**config.mk**
```make
export PLATFORM = sky130hd
export DESIGN_NAME = decode_round_controller_flat
export DESIGN_NICKNAME = d
export VERILOG_FILES = /design/src/rtl/decode_round_controller_pkg.sv /design/src/rtl/decode_round_controller_if.sv /design/src/rtl/decode_round_controller_phase_counter.sv /design/src/rtl/decode_round_controller.sv /design/src/flat_wrapper.sv
export SDC_FILE = /design/constraint.sdc
export NUM_CORES = 1
export LEC_CHECK = 0
export BUFFER_PORTS_ARGS = -buffer_cell sky130_fd_sc_hd__buf_2
export CAP_MARGIN = 20
export CORE_UTILIZATION = 45
export DETAILED_ROUTE_END_ITERATION = 6
export PLACE_DENSITY_LB_ADDON = 0.05
export SLEW_MARGIN = 10
export SYNTH_ARGS = -nofsm -noshare
export SYNTH_HDL_FRONTEND = slang
export SYNTH_SLANG_ARGS = --single-unit
```
**constraint.sdc**
```tcl
create_clock -name clk -period 2.6 [get_ports clk]
set_input_delay 0.26 -clock clk [delete_from_list [all_inputs] [get_ports clk]]
set_output_delay 0.26 -clock clk [all_outputs]
set_load 0.1 [all_outputs]
```
**src/rtl/decode_round_controller_pkg.sv**
```systemverilog
// Shared types and default sizing for the decode round controller and its host interface.
// The round FSM states follow the order a single decoding round walks through them.
package decode_round_controller_pkg;

    localparam int DEFAULT_PE_COUNT          = 16;
    localparam int DEFAULT_MATCH_VALUE_WIDTH = 8;
    localparam int DEFAULT_SETTLE_CYCLES     = 40;
    localparam int DEFAULT_QUIET_CYCLES      = 16;
    localparam int DEFAULT_MAX_OFFER_CYCLES  = 4096;
    localparam int DEFAULT_COLLECT_CYCLES    = 2;
    localparam int DEFAULT_COUNT_WIDTH       = 16;

    typedef enum logic [2:0] {
        ST_IDLE    = 3'd0,
        ST_LOAD    = 3'd1,
        ST_SETTLE  = 3'd2,
        ST_START   = 3'd3,
        ST_OFFER   = 3'd4,
        ST_STOP    = 3'd5,
        ST_COLLECT = 3'd6,
        ST_DONE    = 3'd7
    } round_state_e;

endpackage

```
**src/rtl/decode_round_controller_if.sv**
```systemverilog
// Host-side round request/result bundle of the decode round controller.
// The host owns the master modport; the controller owns the slave modport.
interface decode_round_controller_if
    import decode_round_controller_pkg::*;
#(
    parameter int PE_COUNT          = DEFAULT_PE_COUNT,
    parameter int MATCH_VALUE_WIDTH = DEFAULT_MATCH_VALUE_WIDTH,
    parameter int COUNT_WIDTH       = DEFAULT_COUNT_WIDTH
);

    logic                                  round_start_in;
    logic [PE_COUNT-1:0]                   syndrome_in;
    logic                                  round_busy_out;
    logic                                  round_done_out;
    logic                                  timeout_out;
    logic [COUNT_WIDTH-1:0]                offer_cycles_out;
    logic [PE_COUNT*MATCH_VALUE_WIDTH-1:0] match_values_out;

    modport master (
        output round_start_in,
        output syndrome_in,
        input  round_busy_out,
        input  round_done_out,
        input  timeout_out,
        input  offer_cycles_out,
        input  match_values_out
    );

    modport slave (
        input  round_start_in,
        input  syndrome_in,
        output round_busy_out,
        output round_done_out,
        output timeout_out,
        output offer_cycles_out,
        output match_values_out
    );

endinterface

```
**src/rtl/decode_round_controller_phase_counter.sv**
```systemverilog
// Loadable down-counter whose done flag marks the final cycle of a fixed-length phase.
// A phase loaded with N raises done on its Nth cycle; a load value of 0 never completes.
module phase_counter #(
    parameter int WIDTH = 16
) (
    input  logic             clk,
    input  logic             reset,
    input  logic             load_i,
    input  logic [WIDTH-1:0] load_value_i,
    output logic             done_o
);

    logic [WIDTH-1:0] count_q;

    always_ff @(posedge clk) begin
        if (reset) begin
            count_q <= '0;
        end else if (load_i) begin
            count_q <= load_value_i;
        end else if (count_q != '0) begin
            count_q <= count_q - 1'b1;
        end
    end

    assign done_o = (count_q == WIDTH'(1));

endmodule

```
**src/rtl/decode_round_controller.sv**
```systemverilog
// Sequences one decoding round over the PE mesh: load syndrome, settle, offer until
// the mesh links go quiet or time out, stop, then snapshot every PE's match value.
module decode_round_controller
    import decode_round_controller_pkg::*;
#(
    parameter int PE_COUNT          = DEFAULT_PE_COUNT,
    parameter int MATCH_VALUE_WIDTH = DEFAULT_MATCH_VALUE_WIDTH,
    parameter int SETTLE_CYCLES     = DEFAULT_SETTLE_CYCLES,
    parameter int QUIET_CYCLES      = DEFAULT_QUIET_CYCLES,
    parameter int MAX_OFFER_CYCLES  = DEFAULT_MAX_OFFER_CYCLES,
    parameter int COLLECT_CYCLES    = DEFAULT_COLLECT_CYCLES,
    parameter int COUNT_WIDTH       = DEFAULT_COUNT_WIDTH
) (
    input  logic                                  clk,
    input  logic                                  reset,
    decode_round_controller_if.slave              bus,
    output logic [PE_COUNT-1:0]                   measurement_value_out,
    output logic                                  measurement_valid_out,
    output logic                                  start_offer_out,
    output logic                                  stop_offer_out,
    input  logic [PE_COUNT-1:0]                   link_active_in,
    input  logic [PE_COUNT*MATCH_VALUE_WIDTH-1:0] match_value_in
);

    localparam logic [COUNT_WIDTH-1:0] SETTLE_LOAD  = COUNT_WIDTH'(SETTLE_CYCLES);
    localparam logic [COUNT_WIDTH-1:0] COLLECT_LOAD = COUNT_WIDTH'(COLLECT_CYCLES);
    localparam logic [COUNT_WIDTH-1:0] QUIET_LIMIT  = COUNT_WIDTH'(QUIET_CYCLES);
    localparam logic [COUNT_WIDTH-1:0] OFFER_LIMIT  = COUNT_WIDTH'(MAX_OFFER_CYCLES);

    round_state_e                          state_q;
    logic [PE_COUNT-1:0]                   meas_value_q;
    logic                                  meas_valid_q;
    logic                                  start_offer_q;
    logic                                  stop_offer_q;
    logic                                  busy_q;
    logic                                  done_q;
    logic                                  timeout_q;
    logic [COUNT_WIDTH-1:0]                offer_cycles_q;
    logic [COUNT_WIDTH-1:0]                quiet_q;
    logic [COUNT_WIDTH-1:0]                offer_q;
    logic [COUNT_WIDTH-1:0]                quiet_d;
    logic [COUNT_WIDTH-1:0]                offer_d;
    logic [PE_COUNT*MATCH_VALUE_WIDTH-1:0] match_values_q;

    logic                                  phase_load;
    logic [COUNT_WIDTH-1:0]                phase_value;
    logic                                  phase_done;

    // One counter times both fixed phases: loaded leaving LOAD for SETTLE, leaving STOP for COLLECT.
    always_comb begin
        phase_load  = (state_q == ST_LOAD) || (state_q == ST_STOP);
        phase_value = (state_q == ST_LOAD) ? SETTLE_LOAD : COLLECT_LOAD;
    end

    phase_counter #(
        .WIDTH (COUNT_WIDTH)
    ) u_phase_counter (
        .clk          (clk),
        .reset        (reset),
        .load_i       (phase_load),
        .load_value_i (phase_value),
        .done_o       (phase_done)
    );

    always_comb begin
        quiet_d = (|link_active_in) ? '0 : quiet_q + 1'b1;
        offer_d = (offer_q == '1) ? offer_q : offer_q + 1'b1;
    end

    // Round FSM; every output is a register written on the edge that enters the state it belongs to.
    always_ff @(posedge clk) begin
        if (reset) begin
            state_q        <= ST_IDLE;
            meas_value_q   <= '0;
            meas_valid_q   <= 1'b0;
            start_offer_q  <= 1'b0;
            stop_offer_q   <= 1'b0;
            busy_q         <= 1'b0;
            done_q         <= 1'b0;
            timeout_q      <= 1'b0;
            offer_cycles_q <= '0;
            quiet_q        <= '0;
            offer_q        <= '0;
            match_values_q <= '0;
        end else begin
            meas_value_q  <= '0;
            meas_valid_q  <= 1'b0;
            start_offer_q <= 1'b0;
            stop_offer_q  <= 1'b0;
            done_q        <= 1'b0;
            case (state_q)
                ST_IDLE: begin
                    if (bus.round_start_in) begin
                        state_q        <= ST_LOAD;
                        meas_value_q   <= bus.syndrome_in;
                        meas_valid_q   <= 1'b1;
                        busy_q         <= 1'b1;
                        timeout_q      <= 1'b0;
                        offer_cycles_q <= '0;
                    end
                end
                ST_LOAD: begin
                    state_q <= ST_SETTLE;
                end
                ST_SETTLE: begin
                    if (phase_done) begin
                        state_q       <= ST_START;
                        start_offer_q <= 1'b1;
                    end
                end
                ST_START: begin
                    // The START cycle is the first cycle of the offer phase but not of the quiet window.
                    state_q <= ST_OFFER;
                    quiet_q <= '0;
                    offer_q <= COUNT_WIDTH'(1);
                end
                ST_OFFER: begin
                    quiet_q <= quiet_d;
                    offer_q <= offer_d;
                    if (quiet_d == QUIET_LIMIT) begin
                        state_q        <= ST_STOP;
                        stop_offer_q   <= 1'b1;
                        offer_cycles_q <= offer_d;
                    end else if (offer_d == OFFER_LIMIT) begin
                        state_q        <= ST_STOP;
                        stop_offer_q   <= 1'b1;
                        offer_cycles_q <= offer_d;
                        timeout_q      <= 1'b1;
                    end
                end
                ST_STOP: begin
                    state_q <= ST_COLLECT;
                end
                ST_COLLECT: begin
                    if (phase_done) begin
                        state_q        <= ST_DONE;
                        match_values_q <= match_value_in;
                        done_q         <= 1'b1;
                    end
                end
                ST_DONE: begin
                    state_q <= ST_IDLE;
                    busy_q  <= 1'b0;
                end
                default: begin
                    state_q <= ST_IDLE;
                    busy_q  <= 1'b0;
                end
            endcase
        end
    end

    assign measurement_value_out = meas_value_q;
    assign measurement_valid_out = meas_valid_q;
    assign start_offer_out       = start_offer_q;
    assign stop_offer_out        = stop_offer_q;
    assign bus.round_busy_out    = busy_q;
    assign bus.round_done_out    = done_q;
    assign bus.timeout_out       = timeout_q;
    assign bus.offer_cycles_out  = offer_cycles_q;
    assign bus.match_values_out  = match_values_q;

endmodule

```
**src/flat_wrapper.sv**
```systemverilog
// flat-port wrapper written by rule: the top's interface ports become plain ports
module decode_round_controller_flat import decode_round_controller_pkg::*;
#(
    parameter int PE_COUNT          = DEFAULT_PE_COUNT,
    parameter int MATCH_VALUE_WIDTH = DEFAULT_MATCH_VALUE_WIDTH,
    parameter int SETTLE_CYCLES     = DEFAULT_SETTLE_CYCLES,
    parameter int QUIET_CYCLES      = DEFAULT_QUIET_CYCLES,
    parameter int MAX_OFFER_CYCLES  = DEFAULT_MAX_OFFER_CYCLES,
    parameter int COLLECT_CYCLES    = DEFAULT_COLLECT_CYCLES,
    parameter int COUNT_WIDTH       = DEFAULT_COUNT_WIDTH
)
  (clk, reset, measurement_value_out, measurement_valid_out, start_offer_out, stop_offer_out, link_active_in, match_value_in, bus_round_start_in, bus_syndrome_in, bus_round_busy_out, bus_round_done_out, bus_timeout_out, bus_offer_cycles_out, bus_match_values_out);
  decode_round_controller_if #(.PE_COUNT(PE_COUNT), .MATCH_VALUE_WIDTH(MATCH_VALUE_WIDTH), .COUNT_WIDTH(COUNT_WIDTH)) bus_i ();
  input  logic clk;
  input  logic reset;
  output logic [PE_COUNT-1:0] measurement_value_out;
  output logic measurement_valid_out;
  output logic start_offer_out;
  output logic stop_offer_out;
  input  logic [PE_COUNT-1:0] link_active_in;
  input  logic [PE_COUNT*MATCH_VALUE_WIDTH-1:0] match_value_in;
  input wire logic [$bits(bus_i.round_start_in)-1:0] bus_round_start_in;
  input wire logic [$bits(bus_i.syndrome_in)-1:0] bus_syndrome_in;
  output wire logic [$bits(bus_i.round_busy_out)-1:0] bus_round_busy_out;
  output wire logic [$bits(bus_i.round_done_out)-1:0] bus_round_done_out;
  output wire logic [$bits(bus_i.timeout_out)-1:0] bus_timeout_out;
  output wire logic [$bits(bus_i.offer_cycles_out)-1:0] bus_offer_cycles_out;
  output wire logic [$bits(bus_i.match_values_out)-1:0] bus_match_values_out;
  assign bus_i.round_start_in = bus_round_start_in;
  assign bus_i.syndrome_in = bus_syndrome_in;
  assign bus_round_busy_out = bus_i.round_busy_out;
  assign bus_round_done_out = bus_i.round_done_out;
  assign bus_timeout_out = bus_i.timeout_out;
  assign bus_offer_cycles_out = bus_i.offer_cycles_out;
  assign bus_match_values_out = bus_i.match_values_out;
  decode_round_controller #(.PE_COUNT(PE_COUNT), .MATCH_VALUE_WIDTH(MATCH_VALUE_WIDTH), .SETTLE_CYCLES(SETTLE_CYCLES), .QUIET_CYCLES(QUIET_CYCLES), .MAX_OFFER_CYCLES(MAX_OFFER_CYCLES), .COLLECT_CYCLES(COLLECT_CYCLES), .COUNT_WIDTH(COUNT_WIDTH)) u_core (.clk(clk), .reset(reset), .bus(bus_i), .measurement_value_out(measurement_value_out), .measurement_valid_out(measurement_valid_out), .start_offer_out(start_offer_out), .stop_offer_out(stop_offer_out), .link_active_in(link_active_in), .match_value_in(match_value_in));
endmodule
```
==> metrics.md <==
| Metric | Value |
|---|---|
| Outcome | finished clean |
| Pin count of the biggest net entering global routing | 70 |
| Fillers | 1497 |
| Metal-1 WL | 11800 microns |
| Sequential group share of total power | 0.385 |
| Nets | 1793 |
| GRT Residual Overflow | 0 |
| RSZ-0062 raised after global routing | true |
| Max-cap violations | 0 |
| Synth Area in Compound Gates | 0.157 |
| Detailed Routing Iterations Pass 1 | 5 |
| Fin. Hold Viols | 0 |
| IO Pins | 329 |
| Avg Inst Size Synth | 8.04 sq um |
| Non-Filler Instances | 1902 |
| Post-Syn Instances | 1111 |
| Crit path arrival time | 3.00 ns |
| Starting density of the core | 0.459 |
| # clock sinks | 217 |
| Period minus WS final | 2.55 ns |
| Number of synthesized flops with an enable pin | 0 |
| Post-synthesis xor/xnor area fraction | 0.0274 |
| Worst setup path startpoint | u_core.offer_q[8] |
| Commonest non-fill, non-tap cell in the layout | buf_2 |
| First-pass GRT wire length | 42700 microns |
| Post-Route WL | 28500 microns |
| Layout cells sized above 1 | 0.330 |
| Ys Warns | 0 |
| RePlAce Congestion | 0.901 |
| Worst setup EP type | flop |
| Post-synth top area cell | dfxtp_1 |
| Avg WL per Cell | 15.0 microns |
| Met2 wire length | 13800 microns |
| Clk pwr share | 0.363 |
| RR Startpoint | u_core.offer_q[8] |
| PortBufs | 328 |
| LEAKAGE | 0.00597 uW |
| Adder-Cell Fraction of Synth Area | 0.0112 |
| Logic pwr share | 0.252 |
| Power per cell area | 674 mW/mm^2 |
| Antenna viol nets, final | 0 |
| Slack of the critical path | 0.0495 ns |
| Ant diodes | 0 |
| CP max FO | 6 |
| Insertion delay to the later sink of the worst-skew pair | 0.52 ns |
| Via count | 9642 |
| Peak supply drop | 0.545 mV |
| Synth async-reset ratio | 0 |
| Seq/Total Area, Yosys | 0.486 |
| Internal power | 6550 uW |
| CTS tree | yes |
| Mapped Area | 0.00893 sq mm |
| Slew HR | 0.500 |
| Placed Cells | 1713 |
| Drc violations | 0 |
| Area Growth Syn to Fin | 55.9% |
| Max Used Layer | met4 |
| Crit path launch type | flop |
| Mux cell area share after synthesis | 0.00798 |
| Area fraction of the dominant cell type after synthesis | 0.486 |
| Initial DRC Count | 520 |
| Die Ht | 143 microns |
| Net switching power figure | 2850 uW |
| Hold Crit Start | match_value_in[61] |
| Num CTS Buffers | 24 |
| FF/Latch Area | 0.00436 sq mm |
| F_max | 392 MHz |
| Clock Pin Slew Worst Setup and Hold Paths | 0.06 ns |
| Clock root cell | clkbuf_16 |
| Pre-CTS WS | -0.0319 ns |
| Yosys cell types | 56 |
| Main flop type after synthesis | dfxtp_1 |
| Hpwl dp | 17700 microns |
| H-tree levels | 1 |
| Mapped Nets | 1282 |
| Die area | 0.0204 sq mm |
| Post-DP Area | 0.0113 sq mm |
| Clock buffer depth | 3 |
| Vias in the first global route | 8690 |
| Metal3 WL | 2120 microns |
| Initial antenna violation count | 0 |
| Max Clock Skew | 0.0140 ns |
| WP data required | 3.05 ns |
| Setup CP Type | reg2reg |
| Slew at the pin with the worst max-slew slack | 0.750 ns |
| Area share of and/or/nand/nor cells after synthesis | 0.259 |
| Vias/cell | 5.07 |
| Most frequent cells in the layout | buf_2, nand2_1, dfxtp_1 |
| Largest family of logic cells by synthesized area | simple AND/OR/NAND/NOR gates |
| Worst min path class | in2reg |
| Final-report max-slew violation count | 0 |
| #FFs+latches synth | 217 |
| Row cnt | 51 |
| Synth area leaders | dfxtp_1, nand2_1, a21oi_1 |
| Final worst-path cycle share | 0.981 |
| CORE AREA | 0.0195 sq mm |
| Multi-input logic area | 0.00444 sq mm |
| Die width | 143 microns |
| Final instance area | 0.0139 sq mm |
| Total Routing Usage GR | 0.257 |
| Switching Fraction | 0.303 |
| Final setup vio count | 0 |
[flip-flops by register name (all words and copies together), names as in the netlist, 3 cells and up]
| register | cells |
|---|---|
| u_core.measurement_value_out | 16 |
| u_core.bus.offer_cycles_out | 16 |
| u_core.u_phase_counter.count_q | 16 |
| u_core.quiet_q | 16 |
| u_core.bus.match_values_out | 128 |
| u_core.state_q | 3 |
| u_core.offer_q | 16 |
[Yosys cell counts, drive strengths merged, types with 2 or more instances]
library cell,number
o21ai,41
a311oi,2
nor4,13
a21oi,165
a31o,2
nor2,57
nand3,26
or3,7
mux2i,6
o21bai,2
a41oi,2
o31ai,4
and3,9
a31oi,8
xor2,5
nand3b,2
nand2,305
or2,5
nor3,15
o41ai,5
nand4,17
buf,26
o21a,4
and2,22
inv,8
nand2b,13
a211oi,8
or4,8
dfxtp,217
a21o,4
ha,8
nor2b,5
xnor2,23
clkbuf,56
[final cells by class]
type / instances / area share
Timing Repair Buffer: 567 / 0.286
Multi-Input combinational cell: 804 / 0.318
Inverter: 8 / 0.00216
Clock inverter: 6 / 0.00575
Tap cell: 265 / 0.0238
Clock buffer: 35 / 0.0512
Sequential cell: 217 / 0.313
[critical path, cell delays in order, from the launching register on]
cell and delay [ns]:
dfxtp_1 0.41, buf_4 0.18, nand2_1 0.10, nor3_4 0.28, nand3_2 0.13, o21a_1 0.17
nor4_4 0.36, a31oi_4 0.16, buf_6 0.17, or4_4 0.47, o21ai_2 0.06
[per-layer routing]
metal | up-vias | global-route usage
met3 | 60 | 0.0610
met4 | 0 | 0.0809
met1 | 4431 | 0.313
met2 | 375 | 0.446
li1 | 4776 | -
met5 | - | 0
[metrics by stage]
step,TNS [ns],total power [uW],hold WS [ns],utilization
global route,-0.812,9810,0.00807,0.716
CTS,0,9340,0.0000844,0.696
global placement,-0.0203,5710,0.438,0.582
floorplan,0,5120,0.382,-
finish,0,9390,0.00799,0.716
detailed placement,-0.0611,5730,0.443,0.582
[power by group through the flow]
stage	Sequential (uW)	Combinational (uW)	Clock (uW)
floorplan	4060	1060	0
global placement	3670	2040	0
detailed placement	3680	2060	0
CTS	3610	2260	3470
global route	3640	2550	3620
finish	3620	2360	3410
[final timing paths]
check	to	slack (ns)	cells past startpoint
max	u_core.bus.offer_cycles_out[11]	0.05	10
min	u_core.bus.match_values_out[61]	0.008	3
max reg2reg	u_core.bus.offer_cycles_out[11]	0.05	10
min reg2reg	u_core.bus.match_values_out[11]	0.45	2
[what timing repair did]
| item | 4_1_cts | 5_1_grt |
|---|---|---|
| pin swaps | 5 | 19 |
| cloned | 1 | 2 |
| gates resized for setup | 15 | 62 |
| setup buffers | 1 | 5 |
| setup endpoints to repair | 3 | 103 |
| endpoints found under the hold margin | 137 | 1 |
| hold buffers | 137 | 1 |
[cells by family (layout without fill, tap and decap cells)]
group / after synthesis / count (layout)
AO/OA/AOI/OAI: 254 / 254
XOR/XNOR: 28 / 28
adder cells (fa/ha/maj): 8 / 8
buffers and inverters: 90 / 616
flip-flops: 217 / 217
multiplexers: 7 / 7
AND/OR/NAND/NOR: 507 / 507
Power figures use the tool's default switching activity.
